$ cat src/rtl/zc_track_ctrl_if.sv
// Stream bundle between the zero-crossing track controller and its
// surroundings: the I and Q detector crossing-count streams in, and the
// merged, source-tagged crossing stream out.
//
//   i_zc_tdata/tvalid/tready : I detector crossing count stream
//   q_zc_tdata/tvalid/tready : Q detector crossing count stream
//   o_tdata/tuser/tvalid     : merged crossing count, tuser 0 = I, 1 = Q
//   o_tready                 : downstream ready for the merged stream
//
// master : the controller (drives the detector treadys and the merged stream)
// slave  : the detectors plus downstream consumer
interface zc_track_ctrl_if #(
    parameter int unsigned COUNTER_SIZE = 32
);
    logic [COUNTER_SIZE-1:0] i_zc_tdata;
    logic                    i_zc_tvalid;
    logic                    i_zc_tready;
    logic [COUNTER_SIZE-1:0] q_zc_tdata;
    logic                    q_zc_tvalid;
    logic                    q_zc_tready;
    logic [COUNTER_SIZE-1:0] o_tdata;
    logic                    o_tuser;
    logic                    o_tvalid;
    logic                    o_tready;

    modport master (
        input  i_zc_tdata, i_zc_tvalid, q_zc_tdata, q_zc_tvalid, o_tready,
        output i_zc_tready, q_zc_tready, o_tdata, o_tuser, o_tvalid
    );

    modport slave (
        output i_zc_tdata, i_zc_tvalid, q_zc_tdata, q_zc_tvalid, o_tready,
        input  i_zc_tready, q_zc_tready, o_tdata, o_tuser, o_tvalid
    );
endinterface

$ cat src/rtl/zc_track_ctrl.sv
// Sequencing and arbitration controller for the I/Q zero-crossing detector
// pair of the doppler tracker. On start it clears both detectors, fires their
// offset calibration and waits out the calibration window (2^log_cal_len
// input samples). It then round-robin merges the two crossing-count streams
// into one tagged stream. A watchdog restarts the clear/calibrate sequence
// when no crossing has been accepted for `timeout` input samples.
//
// Ports:
//   clk, reset       : clock, synchronous active-high reset
//   clear            : synchronous soft clear back to IDLE
//   start            : pulse that begins clear/calibrate/track
//   log_cal_len      : log2 calibration length in samples (0 = none)
//   timeout          : watchdog limit in samples (0 = disabled)
//   s_tvalid         : sample strobe of the stream feeding the detectors
//   det_clear        : one-cycle clear pulse to both detectors
//   init_cal_i/q     : one-cycle calibration start pulses
//   zc               : detector input streams and merged output stream
//   tracking         : high while tracking
//   recal_count      : saturating count of watchdog recalibrations
module zc_track_ctrl #(
    parameter int unsigned COUNTER_SIZE = 32,
    parameter int unsigned RECAL_CNT_W  = 16
) (
    input  logic                   clk,
    input  logic                   reset,
    input  logic                   clear,
    input  logic                   start,
    input  logic [31:0]            log_cal_len,
    input  logic [31:0]            timeout,
    input  logic                   s_tvalid,
    output logic                   det_clear,
    output logic                   init_cal_i,
    output logic                   init_cal_q,
    zc_track_ctrl_if.master        zc,
    output logic                   tracking,
    output logic [RECAL_CNT_W-1:0] recal_count
);

    typedef enum logic [2:0] {
        S_IDLE,
        S_CLR,
        S_CAL_START,
        S_CAL_WAIT,
        S_TRACK
    } state_t;

    state_t      state;
    state_t      state_nxt;
    logic [47:0] cal_cnt;
    logic [47:0] cal_load;
    logic [5:0]  cal_sh;
    logic [31:0] wd_cnt;
    logic [32:0] wd_inc;
    logic        last_grant_q;
    logic        slot_free;
    logic        grant_i;
    logic        grant_q;
    logic        wd_fire;
    logic        enter_clr;

    always_comb begin
        state_nxt      = state;
        det_clear      = 1'b0;
        init_cal_i     = 1'b0;
        init_cal_q     = 1'b0;
        tracking       = 1'b0;
        grant_i        = 1'b0;
        grant_q        = 1'b0;
        wd_fire        = 1'b0;
        // Outside tracking the detectors are drained so they never stall.
        zc.i_zc_tready = 1'b1;
        zc.q_zc_tready = 1'b1;
        slot_free      = !zc.o_tvalid || zc.o_tready;
        wd_inc         = {1'b0, wd_cnt} + 33'd1;
        cal_sh         = (log_cal_len > 32'd47) ? 6'd47 : log_cal_len[5:0];
        cal_load       = 48'd1 << cal_sh;

        case (state)
            S_IDLE: begin
                if (start) state_nxt = S_CLR;
            end
            S_CLR: begin
                det_clear = 1'b1;
                state_nxt = S_CAL_START;
            end
            S_CAL_START: begin
                init_cal_i = 1'b1;
                init_cal_q = 1'b1;
                state_nxt  = (log_cal_len == 32'd0) ? S_TRACK : S_CAL_WAIT;
            end
            S_CAL_WAIT: begin
                if (s_tvalid && cal_cnt == 48'd1) state_nxt = S_TRACK;
            end
            S_TRACK: begin
                tracking = 1'b1;
                if (slot_free) begin
                    if (zc.i_zc_tvalid && zc.q_zc_tvalid) begin
                        grant_i = last_grant_q;
                        grant_q = !last_grant_q;
                    end else begin
                        grant_i = zc.i_zc_tvalid;
                        grant_q = zc.q_zc_tvalid;
                    end
                end
                zc.i_zc_tready = grant_i;
                zc.q_zc_tready = grant_q;
                // An accept in the same cycle restarts the window instead.
                if (timeout != 32'd0 && s_tvalid && !(grant_i || grant_q) &&
                    wd_inc >= {1'b0, timeout}) begin
                    wd_fire   = 1'b1;
                    state_nxt = S_CLR;
                end
            end
            default: state_nxt = S_IDLE;
        endcase

        if (clear) state_nxt = S_IDLE;
        enter_clr = (state_nxt == S_CLR) && (state != S_CLR);
    end

    always_ff @(posedge clk) begin
        if (reset || clear) begin
            state        <= S_IDLE;
            cal_cnt      <= '0;
            wd_cnt       <= '0;
            recal_count  <= '0;
            last_grant_q <= 1'b1;
            zc.o_tvalid  <= 1'b0;
            zc.o_tdata   <= '0;
            zc.o_tuser   <= 1'b0;
        end else begin
            state <= state_nxt;

            if (state == S_CAL_START) begin
                cal_cnt <= cal_load;
            end else if (state == S_CAL_WAIT && s_tvalid) begin
                cal_cnt <= cal_cnt - 48'd1;
            end

            if (state != S_TRACK || grant_i || grant_q || wd_fire) begin
                wd_cnt <= '0;
            end else if (s_tvalid) begin
                wd_cnt <= wd_cnt + 32'd1;
            end

            if (wd_fire && recal_count != '1) begin
                recal_count <= recal_count + 1'b1;
            end

            if (enter_clr) begin
                zc.o_tvalid <= 1'b0;
            end else if (grant_i || grant_q) begin
                zc.o_tvalid  <= 1'b1;
                zc.o_tdata   <= grant_i ? zc.i_zc_tdata : zc.q_zc_tdata;
                zc.o_tuser   <= grant_q;
                last_grant_q <= grant_q;
            end else if (zc.o_tready) begin
                zc.o_tvalid <= 1'b0;
            end
        end
    end

endmodule

$ cat src/flat_wrapper.sv
// flat-port wrapper written by rule: the top's interface ports become plain ports
module zc_track_ctrl_flat 
#(
    parameter int unsigned COUNTER_SIZE = 32,
    parameter int unsigned RECAL_CNT_W  = 16
)
  (clk, reset, clear, start, log_cal_len, timeout, s_tvalid, det_clear, init_cal_i, init_cal_q, tracking, recal_count, zc_i_zc_tdata, zc_i_zc_tvalid, zc_q_zc_tdata, zc_q_zc_tvalid, zc_o_tready, zc_i_zc_tready, zc_q_zc_tready, zc_o_tdata, zc_o_tuser, zc_o_tvalid);
  zc_track_ctrl_if #(.COUNTER_SIZE(COUNTER_SIZE)) zc_i ();
  input  logic clk;
  input  logic reset;
  input  logic clear;
  input  logic start;
  input  logic [31:0] log_cal_len;
  input  logic [31:0] timeout;
  input  logic s_tvalid;
  output logic det_clear;
  output logic init_cal_i;
  output logic init_cal_q;
  output logic tracking;
  output logic [RECAL_CNT_W-1:0] recal_count;
  input wire logic [$bits(zc_i.i_zc_tdata)-1:0] zc_i_zc_tdata;
  input wire logic [$bits(zc_i.i_zc_tvalid)-1:0] zc_i_zc_tvalid;
  input wire logic [$bits(zc_i.q_zc_tdata)-1:0] zc_q_zc_tdata;
  input wire logic [$bits(zc_i.q_zc_tvalid)-1:0] zc_q_zc_tvalid;
  input wire logic [$bits(zc_i.o_tready)-1:0] zc_o_tready;
  output wire logic [$bits(zc_i.i_zc_tready)-1:0] zc_i_zc_tready;
  output wire logic [$bits(zc_i.q_zc_tready)-1:0] zc_q_zc_tready;
  output wire logic [$bits(zc_i.o_tdata)-1:0] zc_o_tdata;
  output wire logic [$bits(zc_i.o_tuser)-1:0] zc_o_tuser;
  output wire logic [$bits(zc_i.o_tvalid)-1:0] zc_o_tvalid;
  assign zc_i.i_zc_tdata = zc_i_zc_tdata;
  assign zc_i.i_zc_tvalid = zc_i_zc_tvalid;
  assign zc_i.q_zc_tdata = zc_q_zc_tdata;
  assign zc_i.q_zc_tvalid = zc_q_zc_tvalid;
  assign zc_i.o_tready = zc_o_tready;
  assign zc_i_zc_tready = zc_i.i_zc_tready;
  assign zc_q_zc_tready = zc_i.q_zc_tready;
  assign zc_o_tdata = zc_i.o_tdata;
  assign zc_o_tuser = zc_i.o_tuser;
  assign zc_o_tvalid = zc_i.o_tvalid;
  zc_track_ctrl #(.COUNTER_SIZE(COUNTER_SIZE), .RECAL_CNT_W(RECAL_CNT_W)) u_core (.clk(clk), .reset(reset), .clear(clear), .start(start), .log_cal_len(log_cal_len), .timeout(timeout), .s_tvalid(s_tvalid), .det_clear(det_clear), .init_cal_i(init_cal_i), .init_cal_q(init_cal_q), .zc(zc_i), .tracking(tracking), .recal_count(recal_count));
endmodule
$ cat config.mk
export PLATFORM = sky130hd
export DESIGN_NAME = zc_track_ctrl_flat
export DESIGN_NICKNAME = d
export VERILOG_FILES = /design/src/rtl/zc_track_ctrl_if.sv /design/src/rtl/zc_track_ctrl.sv /design/src/flat_wrapper.sv
export SDC_FILE = /design/constraint.sdc
export NUM_CORES = 1
export LEC_CHECK = 0
export ABC_AREA = 1
export BUFFER_PORTS_ARGS = -buffer_cell sky130_fd_sc_hd__buf_2
export CAP_MARGIN = 20
export CORE_UTILIZATION = 45
export CTS_BUF_LIST = sky130_fd_sc_hd__clkbuf_8
export DETAILED_ROUTE_END_ITERATION = 16
export GPL_ROUTABILITY_DRIVEN = 0
export GPL_TIMING_DRIVEN = 0
export PLACE_DENSITY_LB_ADDON = 0.08
export REMOVE_ABC_BUFFERS = 1
export SKIP_LAST_GASP = 1
export SLEW_MARGIN = 0
export SYNTH_ARGS = -nofsm -noshare
export SYNTH_HDL_FRONTEND = slang
export SYNTH_SLANG_ARGS = --single-unit
$ cat constraint.sdc
create_clock -name clk -period 3.4 [get_ports clk]
set_clock_uncertainty 0.15 [all_clocks]
set_input_delay 0.51 -clock clk [delete_from_list [all_inputs] [get_ports clk]]
set_output_delay 0.51 -clock clk [all_outputs]
set_load 0.1 [all_outputs]
* Word level (Yosys, flattened, before mapping) *
Cells that the tools add are included.

storage, ports and cells
  bits in latches = 0
  memories kept = 0
  RAM bits = 0
  bits in registers = 134
  bits in read-only memories = 0
  logic and storage cells = 78

cells by class
  shifts and indexed selects = 1
  add/subtract/negate cells = 4
  multiplexer cells = 27
  equality and inequality tests = 9
  multiply operators = 0
  divide/modulo/power cells = 0
  bitwise operators = 1
  $lt $le $gt $ge = 2
  reduce and logical (&&, ||, !) cells = 26

operator list
  kind                     number
  $mux W48                 2
  $eq A48 B1 Y1 const B    1
  $shl A1 B6 Y48 const A   1
  $sub A48 B1 Y48 const B  1
  $add A32 B1 Y33 const B  1
  $ge A33 B32 Y1           1
  $add A32 B1 Y32 const B  1
  $gt A32 B6 Y1 const B    1
  $logic_not A32 Y1        1
  $mux W32                 1
  $reduce_bool A32 Y1      1
  $mux W1                  17
  $add A16 B1 Y16 const B  1
  $ne A16 B16 Y1 const B   1
  $mux W3                  5
  $pmux W3 S5              1
  $logic_and A1 B1 Y1      8
  $logic_or A1 B1 Y1       7
  $eq A3 B1 Y1 const B     2
  $eq A3 B2 Y1 const B     2
  $mux W6                  1
  $reduce_bool A2 Y1       2
  $reduce_or A2 Y1         2
  $eq A3 B3 Y1 const B     1
  other kinds (6)          8

* Depth between registers and ports, before layout *
Gate-level depths: netlist (run 1).

  word-level depth = 15
  depth in mapped cells = 24

* Worst setup path before layout (run 1) *
No wires, ideal clock.

  path kind = flip-flop to output port
  start = reg u_core.state[0]
  end = out zc_i_zc_tready
  data arrival time = 2.981 ns
  setup slack = -0.241 ns
  required time = 2.740 ns
  cell stages (with the launch flop) = 7
  path through = dfxtp_1 nor2_1 nand2_1 inv_1 clkbuf_1 clkbuf_1 nand2_1

between the ends
  word-level cells in the longest chain between the ends = 2

RTL lines
  item                      RTL line              RTL
  start: declaration        zc_track_ctrl.sv:47   state_t state;
  start signal: assignment  zc_track_ctrl.sv:132  state <= state_nxt;
  $eq A3 B3 Y1              zc_track_ctrl.sv:78   case (state)
  $mux W1                   zc_track_ctrl.sv:78
  end: declaration          flat_wrapper.sv:26    output wire logic [$bits(zc_i.i_zc_tready)-1:0] zc_i_zc_tready;

Every way passes these cells.

* Worst setup path in the final report (run 1) *
  start = reg u_core.wd_cnt[0]
  end = reg u_core.wd_cnt[25]

between the ends
  word-level cells in the longest chain between the ends = 7

RTL lines
  item                        RTL line              RTL
  start: declaration          zc_track_ctrl.sv:52   logic [31:0] wd_cnt;
  start signal: assignment    zc_track_ctrl.sv:143  wd_cnt <= wd_cnt + 32'd1;
  $add A32 B1 Y33             zc_track_ctrl.sv:74   wd_inc = {1'b0, wd_cnt} + 33'd1;
  via u_core.wd_inc[28]       zc_track_ctrl.sv:53   logic [32:0] wd_inc;
  $ge A33 B32 Y1              zc_track_ctrl.sv:109  wd_inc >= {1'b0, timeout}) begin
  $logic_and A1 B1 Y1         zc_track_ctrl.sv:108  if (timeout != 32'd0 && s_tvalid && !(grant_i || grant_q) &&
  $mux W1                     zc_track_ctrl.sv:108
  $mux W1                     zc_track_ctrl.sv:78
  $logic_or A1 B1 Y1          zc_track_ctrl.sv:140  if (state != S_TRACK || grant_i || grant_q || wd_fire) begin
  $reduce_or A2 Y1 (no line)  --

The timed path passes the listed nets, and every way through them passes these cells.
A chain may end at the register's enable or synchronous reset.

==> impl_metrics.yaml, run 1 <==
outcome:
  outcome: "complete, but fails checks"
  violations: "setup timing"
placed_design:
  placed_area_um2: 10800
  post-place-ws_ns: -1.22
  io_buffer_count: 191
  dp.cells: 1897
  dp_hpwl_mm: 22.4
synthesis:
  synth_edf_count: 0
  syn_area_per_cell_um2: 6.49
  ys_ff_latch: 134
  yosys-top-cells-area: "dfxtp_1, nand2_1, nor2_1"
  synthesis.instances: 1483
  syn_area_um2: 9630
  ys_warn_count: 0
  synth_top_area_share_pct: 27.9
  synth_top_area_cell: "dfxtp_1"
  seq_area_frac_synth_pct: 27.9
  synthFlopType: "dfxtp_1"
  synthArstFlopShare_pct: 0
  ys_types: 46
sta:
  clock.fmax_mhz: 290
  slew_headroom_pct: 39.0
  worst_pin_slew_ns: 0.913
  hold_violations: 0
  layout_worst_path_cycle_share_pct: 101
  slew_viol_final: 0
  rsz0062_at_grt: "true"
  hold_ws_ns: 0.146
  setup_slack_ns: -0.0454
  finalCriticalPeriod_ns: 3.45
  setup_viol: 16
floorplan:
  initial_core_util_pct: 45.8
  die_area_um2: 22000
  core.rowCount: 53
  ios: 192
  die_y_um: 148
  coreArea_um2: 21000
  die_w_um: 148
global_route:
  grt_pass1_wl_mm: 49.1
  grt_usage_pct: 28.5
  grt_start_max_net_pins: 54
  grt_pass1_vias: 9666
  grt-ovfl-total: 0
  antenna_found_initial: 2
clocking:
  cts-root-buf: "clkbuf_8"
  h-tree-depth: 4
  clkSinkCount: 134
  cts_tree: "yes"
  clock_latency_ns: 0.46
  cts_made_buffers: 17
  clock_path_buffers: 2
  clk_pin_slew_ns: 0.07
critical_path:
  crit_path_start_kind: "register"
  cp_max_fo: 7
  end_kind: "register"
  cp.arrival_ns: 3.68
  crit_buf_inv: 5
  worst-setup-path-type: "reg2reg"
  cpLargestDelayFamily: "simple AND/OR/NAND/NOR gates"
  cp_slowest_stage_delay_ns: 0.37
  cp_slowest_cell: "dfxtp_4"
  cpMostUsedCell: "nor2_4"
  path_cells: "ha_4 -> nand2_4 -> nor2_4 -> nand2_4 -> nor3_4 -> buf_4 -> nor3b_4 -> or2_4 -> nand2_2 -> inv_2 -> ha_4 -> nand2_4 -> inv_2 -> nand2_1 -> nand2_1 -> a21oi_2 -> nand3_2 -> nor2_4 -> a21oi_4 -> nor2_4 -> buf_12 -> nand3_4 -> buf_12 -> nor2_4"
  cp_data_required_time_ns: 3.63
routing:
  postRouteAntennaNets: 0
  viasPerCell: 5.27
  drtIter0Drc: 809
  drcViolationCount: 0
  wl_per_cell_um: 15.9
  via_count: 10300
  totalWireLength_mm: 31.0
  dr.pass1.iters: 9
pwr:
  p_leak_nw: 5.53
  worst_ir_drop_vdd_v: 0.000205
  power.density_nw_per_um2: 291
final_layout:
  drive_gt1_share_pct: 24.2
  final_cell_area_um2: 11800
  layout.nets: 1839
  post-route-util_pct: 56.1
  area_delta_synth_final_pct: 22.6
  stdcell_count: 1955
run:
  drv_cap: 0
hold_path:
  hold_class: "in2reg"
final cells by class:
| type | instances | area (µm²) |
|---|---|---|
| inverter | 181 | 679 |
| timing repair buffer | 221 | 1360 |
| tap | 275 | 344 |
| fill | 2148 | 9220 |
| antenna | 2 | 5.00 |
| clock buffer | 18 | 248 |
| multi-input combinational | 1112 | 6330 |
| sequential | 134 | 2720 |
| clock inverter | 12 | 115 |
logic make-up after synthesis:
| logic type | count (synthesis) | synth area share (%) |
|---|---|---|
| buf+inv | 238 | 10.0 |
| compound gates | 282 | 15.6 |
| fa+ha+maj | 36 | 4.68 |
| xor+xnor | 50 | 4.55 |
| mux | 10 | 1.04 |
| simple gates | 733 | 36.2 |
| flops | 134 | 27.9 |
path summary, 6_finish.rpt:
check                                 to  cells after the start  slack [ns]              startpoint
setup / recovery       u_core.wd_cnt[25]                     24       -0.05        u_core.wd_cnt[0]
hold / removal           u_core.state[1]                      2        0.15                   reset
setup reg to reg       u_core.wd_cnt[25]                     24       -0.05        u_core.wd_cnt[0]
hold reg to reg   u_core.recal_count[15]                      2        0.34  u_core.recal_count[15]
per-stage QoR:
| step | power, W | TNS (ns) |
|---|---|---|
| after floorplan | 0.00196 | -68.77 |
| after CTS | 0.00346 | -1.44 |
| final | 0.00344 | -0.496 |
| after global routing | 0.00360 | -8.96 |
| after global placement | 0.00213 | -201.39 |
| after detailed placement | 0.00215 | -48.31 |
cell usage in the layout, fill, tap and decap left out, types with 5 or more instances in the layout:
master / Yosys / routed
ha_1: 36 / 32
nand3_1: 67 / 64
inv_1: 171 / 169
mux2i_1: 10 / 10
nor2_4: 37 / 47
xor2_1: 42 / 39
a31oi_1: 54 / 54
nor2_1: 183 / 161
dfxtp_4: 0 / 5
nand4_1: 48 / 48
nor3_1: 30 / 28
nor2_2: 7 / 19
o21ai_0: 117 / 116
dfxtp_1: 134 / 113
xnor2_1: 8 / 8
nand3b_1: 5 / 5
inv_2: 8 / 12
or2_2: 9 / 8
o21ai_1: 5 / 6
buf_4: 2 / 16
nor4_1: 11 / 11
dfxtp_2: 0 / 16
nand2_2: 8 / 16
nand2_1: 312 / 301
a21oi_1: 99 / 94
buf_12: 3 / 10
buf_2: 7 / 191
clkinv_2: 0 / 5
clkbuf_8: 0 / 18
Yosys cell counts (all sizes together), types with 5 or more instances:
library cell,instances
nand3b,5
nor3,34
a21oi,100
dfxtp,134
mux2i,10
or2,10
ha,36
nor2,227
o21ai,122
nand4,49
a31oi,54
nand2,321
xor2,42
buf,14
clkbuf,43
xnor2,8
nor4,12
nand3,70
inv,179
metal layers:
metal  vias to the layer above  GRT usage, %  routed length (µm)
li1                       5258             -                   -
met5                         -             0                  17
met3                        38          5.80                2140
met2                       334          47.8               14500
met4                         2          7.01                 473
met1                      4663          37.1               13900
what timing repair did:
item | in CTS | in global routing
resized for setup | 47 | 56
pin swaps | 16 | 18
gates cloned | 2 | 0
hold buffers | 0 | 0
setup endpoints to repair | 57 | 51
setup buffers | 18 | 4
power breakdown:
group          total, W  internal (W)  leakage (nW)  switching [W]
registers       0.00158       0.00157          1.09     0.00000875
logic          0.000546      0.000211          4.25       0.000334
clock network   0.00131      0.000649         0.188       0.000662
flip-flops by register name, indices dropped and copies added, names as in the netlist:
register / flops
u_core.last_grant_q: 1
u_core.zc.o_tdata: 32
u_core.zc.o_tuser: 1
u_core.recal_count: 16
u_core.wd_cnt: 32
u_core.state: 3
u_core.zc.o_tvalid: 1
u_core.cal_cnt: 48
worst reg2reg max path: stages (launching register included):
cell and delay, ns:
dfxtp_4 0.37, ha_4 0.15, nand2_4 0.06, nor2_4 0.12, nand2_4 0.10, nor3_4 0.21, buf_4 0.17, nor3b_4 0.21
or2_4 0.15, nand2_2 0.05, inv_2 0.06, ha_4 0.21, nand2_4 0.06, inv_2 0.03, nand2_1 0.05, nand2_1 0.06
a21oi_2 0.13, nand3_2 0.10, nor2_4 0.16, a21oi_4 0.09, nor2_4 0.16, buf_12 0.13, nand3_4 0.09, buf_12 0.22
nor2_4 0.07
No activity file was read; power rests on OpenSTA's default activity.
==> run 2, diff against run 1 <==
--- a/config.mk
+++ b/config.mk
@@ -13,10 +13,11 @@
 export DETAILED_ROUTE_END_ITERATION = 16
 export GPL_ROUTABILITY_DRIVEN = 0
 export GPL_TIMING_DRIVEN = 0
+export MAX_ROUTING_LAYER = met4
 export PLACE_DENSITY_LB_ADDON = 0.08
 export REMOVE_ABC_BUFFERS = 1
 export SKIP_LAST_GASP = 1
-export SLEW_MARGIN = 0
+export SLEW_MARGIN = 20
 export SYNTH_ARGS = -nofsm -noshare
 export SYNTH_HDL_FRONTEND = slang
 export SYNTH_SLANG_ARGS = --single-unit
==> impl_metrics.yaml, run 2 (synthesized netlist as in run 1, its figures left out) <==
placed_design:
  placed_area_um2: 10800
  io_buffer_count: 191
  dp_hpwl_mm: 22.5
  post-place-ws_ns: -1.22
  dp.cells: 1897
pwr:
  p_leak_nw: 5.64
  intPower_w: 0.00260
  clockPowerShare_pct: 41.1
  combPwrFrac_pct: 15.1
  power.density_nw_per_um2: 300
  p_sw_share_pct: 27.9
  worst_ir_drop_vdd_v: 0.000269
  p_sw_w: 0.00101
  seq_power_share_pct: 43.7
floorplan:
  die_w_um: 148
  die_y_um: 148
  die_area_um2: 22000
  coreArea_um2: 21000
  initial_core_util_pct: 45.8
  core.rowCount: 53
  ios: 192
sta:
  slew_headroom_pct: 30.6
  slew_viol_final: 0
  rsz0062_at_grt: "true"
  hold_violations: 0
  hold_ws_ns: 0.153
  worst_pin_slew_ns: 1.03
  finalCriticalPeriod_ns: 3.45
  setup_viol: 26
  clock.fmax_mhz: 289
  layout_worst_path_cycle_share_pct: 102
  fin_tns_setup_ns: -0.636
  setup_slack_ns: -0.0546
routing:
  totalWireLength_mm: 31.4
  drcViolationCount: 0
  wl_per_cell_um: 16.0
  via_count: 10400
  viasPerCell: 5.32
  postRouteAntennaNets: 0
  drtIter0Drc: 735
  dr.pass1.iters: 7
clocking:
  h-tree-depth: 4
  clock_path_buffers: 2
  cts-root-buf: "clkbuf_8"
  cts_tree: "yes"
  clock_latency_ns: 0.44
  clk_pin_slew_ns: 0.08
  clkSinkCount: 134
  hold_buffers: 0
  cts_made_buffers: 17
final_layout:
  layout_commonest_cell: "nand2_1"
  largest_register_ffs: 48
  top_regs: "u_core.cal_cnt (48), u_core.wd_cnt (32), u_core.zc.o_tdata (32)"
  regMostFlops: "u_core.cal_cnt"
  area_delta_synth_final_pct: 24.9
  stdcell_count: 1965
  drive_gt1_share_pct: 25.6
  layout.nets: 1849
  mostFrequentLayoutCells: "nand2_1, buf_2, inv_1"
  final_cell_area_um2: 12000
outcome:
  outcome: "complete, but fails checks"
  violations: "setup timing"
run:
  drv_cap: 0
global_route:
  grt-ovfl-total: 0
  met1_usage_pct: 38.1
  grt_usage_pct: 28.9
  grtUsageMet3_pct: 4.51
  grt_pass1_wl_mm: 48.4
  grt.met2_usage_pct: 46.8
  grt_pass1_vias: 9478
  grt_start_max_net_pins: 45
  grt.busiest_layer: "met2"
  antenna_found_initial: 1
critical_path:
  reg2reg_depth: 22
  crit_path_start_kind: "register"
  worst-setup-path-type: "reg2reg"
  reg2reg_from: "u_core.wd_cnt[0]"
  r2r-end: "u_core.wd_cnt[23]"
  cp_data_required_time_ns: 3.57
  end_kind: "register"
  cp.arrival_ns: 3.62
  cp_max_fo: 7
  regToRegSetupSlack_ns: -0.05
hold_path:
  min_to: "u_core.state[0]"
  hold_start: "reset"
  hold_class: "in2reg"
  hold_depth: 2
[run 2: critical path: stages, from the launching register on]
cell and delay [ns]:
dfxtp_4 0.39, ha_4 0.15, nand2_4 0.06, nor2_4 0.11
nand2_4 0.10, nor3_4 0.21, nand2_2 0.12, nor2_4 0.11
nand3_2 0.09, xor2_2 0.20, inv_2 0.07, ha_4 0.28
nand2_4 0.06, nor2_4 0.12, nand4_1 0.11, nor2_2 0.11
nand2_2 0.11, a21oi_4 0.25, nor2_4 0.07, buf_6 0.14
nand3_4 0.12, buf_12 0.18, nor2_4 0.03
[run 2: area by class of cell]
type | count | area, µm²
inverters | 181 | 679
flip-flops and latches | 134 | 2730
clock buffers | 19 | 262
multi-input cells | 1113 | 6380
fillers | 2097 | 9000
repair buffers | 230 | 1460
clock inverters | 12 | 161
well taps | 275 | 344
diodes | 1 | 2.50
[run 2: through the flow]
step                      total power [W]  utilization, %
final                             0.00361            57.2
after global routing              0.00377            57.2
after CTS                         0.00362            55.1
after detailed placement          0.00215            51.2
after global placement            0.00213            50.6
after floorplan                   0.00196               -
[run 2: metal layers]
layer,part of all wire (%),routed length [µm],vias to the layer above
met1,46,14400,4786
li1,-,-,5273
met2,46,14600,365
met4,1.2,379,0
met5,0,0,-
met3,6.6,2070,25
[run 2: worst max-delay path by stage]
| stage | startpoint | end | slack, ns | cells after the start |
|---|---|---|---|---|
| 5_1_grt | u_core.wd_cnt[0] | u_core.recal_count[13] | -0.24 | 21 |
| 3_5_place_dp | u_core.wd_cnt[0] | u_core.wd_cnt[22] | -1.22 | 20 |
| 2_1_floorplan | u_core.state[1] | u_core.cal_cnt[23] | -1.24 | 6 |
| 6_report | u_core.wd_cnt[0] | u_core.wd_cnt[23] | -0.05 | 22 |
| 3_3_place_gp | s_tvalid | u_core.cal_cnt[6] | -2.68 | 5 |
| 4_1_cts | u_core.wd_cnt[1] | u_core.wd_cnt[25] | -0.11 | 21 |
[run 2: power groups by stage]
stage	Clock [W]	Combinational, W	Sequential (W)
finish	0.00149	0.000547	0.00158
global route	0.00158	0.000610	0.00158
CTS	0.00150	0.000536	0.00158
detailed placement	0	0.000530	0.00162
global placement	0	0.000513	0.00162
floorplan	0	0.000337	0.00162
[run 2: repair_timing]
item / 4_1_cts / 5_1_grt
resized for setup: 43 / 83
pin swaps: 20 / 23
cloned: 3 / 4
buffers inserted: 17 / 13
setup endpoints to repair: 57 / 82
==> run 3, diff against run 2 <==
--- a/config.mk
+++ b/config.mk
@@ -5,16 +5,16 @@
 export SDC_FILE = /design/constraint.sdc
 export NUM_CORES = 1
 export LEC_CHECK = 0
-export ABC_AREA = 1
+export ABC_AREA = 0
 export BUFFER_PORTS_ARGS = -buffer_cell sky130_fd_sc_hd__buf_2
 export CAP_MARGIN = 20
-export CORE_UTILIZATION = 45
+export CORE_UTILIZATION = 51
 export CTS_BUF_LIST = sky130_fd_sc_hd__clkbuf_8
 export DETAILED_ROUTE_END_ITERATION = 16
 export GPL_ROUTABILITY_DRIVEN = 0
 export GPL_TIMING_DRIVEN = 0
 export MAX_ROUTING_LAYER = met4
-export PLACE_DENSITY_LB_ADDON = 0.08
+export PLACE_DENSITY = 0.88
 export REMOVE_ABC_BUFFERS = 1
 export SKIP_LAST_GASP = 1
 export SLEW_MARGIN = 20
==> impl_metrics.yaml, run 3 <==
routing:
  wl_per_cell_um: 18.3
  postRouteAntennaNets: 0
  highest_layer: "met4"
  dr.pass1.iters: 9
  via_count: 9553
  drcViolationCount: 0
  viasPerCell: 6.25
  wl_met1_mm: 10.6
  dr_wl_met3_mm: 2.98
  drtIter0Drc: 1296
  totalWireLength_mm: 28.0
  route.met2.wl_mm: 13.0
hold_path:
  hold_depth: 3
  min_to: "u_core.zc.o_tdata[13]"
  hold_class: "in2reg"
  hold_start: "zc_i_zc_tdata[13]"
synthesis:
  synthArstFlopShare_pct: 0
  synth_top_area_share_pct: 31.6
  ys_types: 64
  ys_ff_latch: 134
  synth_most_common_cell: "nor2_1"
  ys_warn_count: 0
  synth_top_area_cell: "dfxtp_1"
  yosys-top-cells-area: "dfxtp_1, nor2_1, ha_1"
  synthesis.instances: 1101
  syn_area_um2: 8490
  synthFlopType: "dfxtp_1"
  synth_commonest_cells: "nor2_1, dfxtp_1, a21oi_1"
  synth_edf_count: 0
  seq_area_frac_synth_pct: 31.6
  syn_area_per_cell_um2: 7.71
critical_path:
  crit_buf_inv: 4
  reg2reg_depth: 18
  path_cells: "ha_4 -> and3_4 -> nand3_4 -> nor3_4 -> buf_6 -> nand3_4 -> xnor2_2 -> ha_1 -> nand4_1 -> nor4_2 -> nand3_1 -> a31oi_4 -> buf_12 -> a211oi_4 -> buf_6 -> buf_12 -> or4_1 -> a21oi_1"
  end_kind: "register"
  cpLargestDelayFamily: "simple AND/OR/NAND/NOR gates"
  cp_slowest_cell: "nor4_2"
  cp_data_required_time_ns: 3.65
  cp_slowest_stage_delay_ns: 0.42
  reg2reg_from: "u_core.wd_cnt[1]"
  cp_max_fo: 4
  cp.arrival_ns: 4.58
  r2r-end: "u_core.recal_count[12]"
  crit_path_start_kind: "register"
  regToRegSetupSlack_ns: -0.93
  worst-setup-path-type: "reg2reg"
sta:
  finalCriticalPeriod_ns: 4.33
  slew_viol_final: 0
  layout_worst_path_cycle_share_pct: 127
  hold_violations: 0
  fin_tns_setup_ns: -40.98
  rsz0062_at_grt: "true"
  setup_slack_ns: -0.926
  slew_headroom_pct: 25.4
  worst_pin_slew_ns: 1.12
  setup_viol: 51
  hold_ws_ns: 0.228
  clock.fmax_mhz: 231
global_route:
  grt_pass1_wl_mm: 40.2
  grt_start_max_net_pins: 55
  grt_pass1_vias: 8475
  grt_usage_pct: 30.9
  grt-ovfl-total: 0
  antenna_found_initial: 0
floorplan:
  die_area_um2: 17200
  die_y_um: 131
  initial_core_util_pct: 52.8
  core.rowCount: 46
  ios: 192
  die_w_um: 131
  coreArea_um2: 16100
clocking:
  h-tree-depth: 4
  clkSinkCount: 134
  clk_pin_slew_ns: 0.08
  cts_made_buffers: 17
  cts-root-buf: "clkbuf_8"
  clock_path_buffers: 2
  cts_tree: "yes"
  clock_latency_ns: 0.47
pwr:
  power_w: 0.00355
  power.density_nw_per_um2: 329
  p_leak_nw: 4.70
  clockPowerShare_pct: 41.3
  worst_ir_drop_vdd_v: 0.000261
  p_sw_w: 0.000954
  combPwrFrac_pct: 14.1
  seq_power_share_pct: 44.5
  intPower_w: 0.00260
  p_sw_share_pct: 26.9
final_layout:
  area_delta_synth_final_pct: 27.0
  regMostFlops: "u_core.cal_cnt"
  layout.nets: 1472
  mostFrequentLayoutCells: "buf_2, nor2_1, dfxtp_1"
  top_regs: "u_core.cal_cnt (48), u_core.wd_cnt (32), u_core.zc.o_tdata (32)"
  stdcell_count: 1529
  layout_commonest_cell: "buf_2"
  drive_gt1_share_pct: 26.7
  largest_register_ffs: 48
  seq_area_um2: 2710
  fillers: 1177
  antenna_cells: 0
  multiInputGateArea_um2: 5710
outcome:
  outcome: "complete, but fails checks"
  violations: "setup timing"
run:
  drv_cap: 0
placed_design:
  dp_hpwl_mm: 15.9
  io_buffer_count: 191
  dp.cells: 1451
run 3: cell count changes in the layout (fill, tap and decap cells not counted), moves of 23 or more:
cell / previous run / this run
nand2_2: 25 / 2
nand2_1: 292 / 75
mux2i_1: 10 / 38
a31oi_1: 54 / 4
o21ai_0: 115 / 66
a211oi_1: 0 / 33
inv_1: 172 / 45
nor2_4: 47 / 4
run 3: per-stage QoR:
stage	util, %	setup WS (ns)	instance area [µm²]
5_1_grt	67.1	-0.915	10800
3_3_place_gp	58.8	-2.21	9430
6_report	67.1	-0.926	10800
4_1_cts	65.7	-0.351	10500
2_1_floorplan	-	-1.10	8210
3_5_place_dp	59.6	-1.80	9580
run 3: timing repair:
item	4_1_cts	5_1_grt
pin swaps	36	20
setup buffers	31	12
gates cloned	3	0
hold buffers	0	0
setup endpoints to repair	53	56
gates resized for setup	60	31
run 3: how the worst max path moves through the flow:
stage / from / to / depth (start not counted)
after floorplan: u_core.state[1] / u_core.cal_cnt[4] / 7
after global placement: s_tvalid / u_core.cal_cnt[11] / 7
after detailed placement: u_core.wd_cnt[0] / u_core.wd_cnt[6] / 14
after CTS: u_core.wd_cnt[1] / u_core.recal_count[2] / 16
after global routing: u_core.wd_cnt[3] / u_core.wd_cnt[5] / 16
final: u_core.wd_cnt[1] / u_core.recal_count[12] / 18
run 3: kinds of logic (layout without fill, tap and decap cells):
family	after synthesis	count (layout)	share of synthesized area (%)
simple gates	463	464	27.5
fa+ha+maj	36	36	5.31
flops	134	134	31.6
mux	38	38	4.48
xor+xnor	73	73	7.53
compound gates	250	251	18.3
buf+inv	107	317	5.26
run 3: worst register-to-register path, cell delays in order (launching register included):
cell and delay (ns):
dfxtp_4 0.38, ha_4 0.14, and3_4 0.21, nand3_4 0.14
nor3_4 0.30, buf_6 0.15, nand3_4 0.09, xnor2_2 0.17
ha_1 0.32, nand4_1 0.16, nor4_2 0.42, nand3_1 0.19
a31oi_4 0.38, buf_12 0.17, a211oi_4 0.05, buf_6 0.17
buf_12 0.12, or4_1 0.42, a21oi_1 0.13
run 3: layout make-up:
cell class	instances	share of cell area, %
Timing Repair Buffer	240	13.9
Tap cell	216	2.51
Inverter	45	1.57
Clock inverter	14	1.69
Sequential cell	134	25.2
Multi-Input combinational cell	862	52.9
Clock buffer	18	2.30
run 3: routing by layer:
metal,up-vias,GRT usage (%)
li1,4388,-
met4,0,18.3
met2,681,49.9
met1,4310,34.5
met3,174,7.65
met5,-,-
run 3: power by group through the flow:
stage,clock (W),sequential (W),combinational [W]
3_3_place_gp,0,0.00162,0.000456
2_1_floorplan,0,0.00162,0.000302
3_5_place_dp,0,0.00162,0.000476
6_report,0.00147,0.00158,0.000502
5_1_grt,0.00155,0.00158,0.000547
4_1_cts,0.00147,0.00158,0.000483
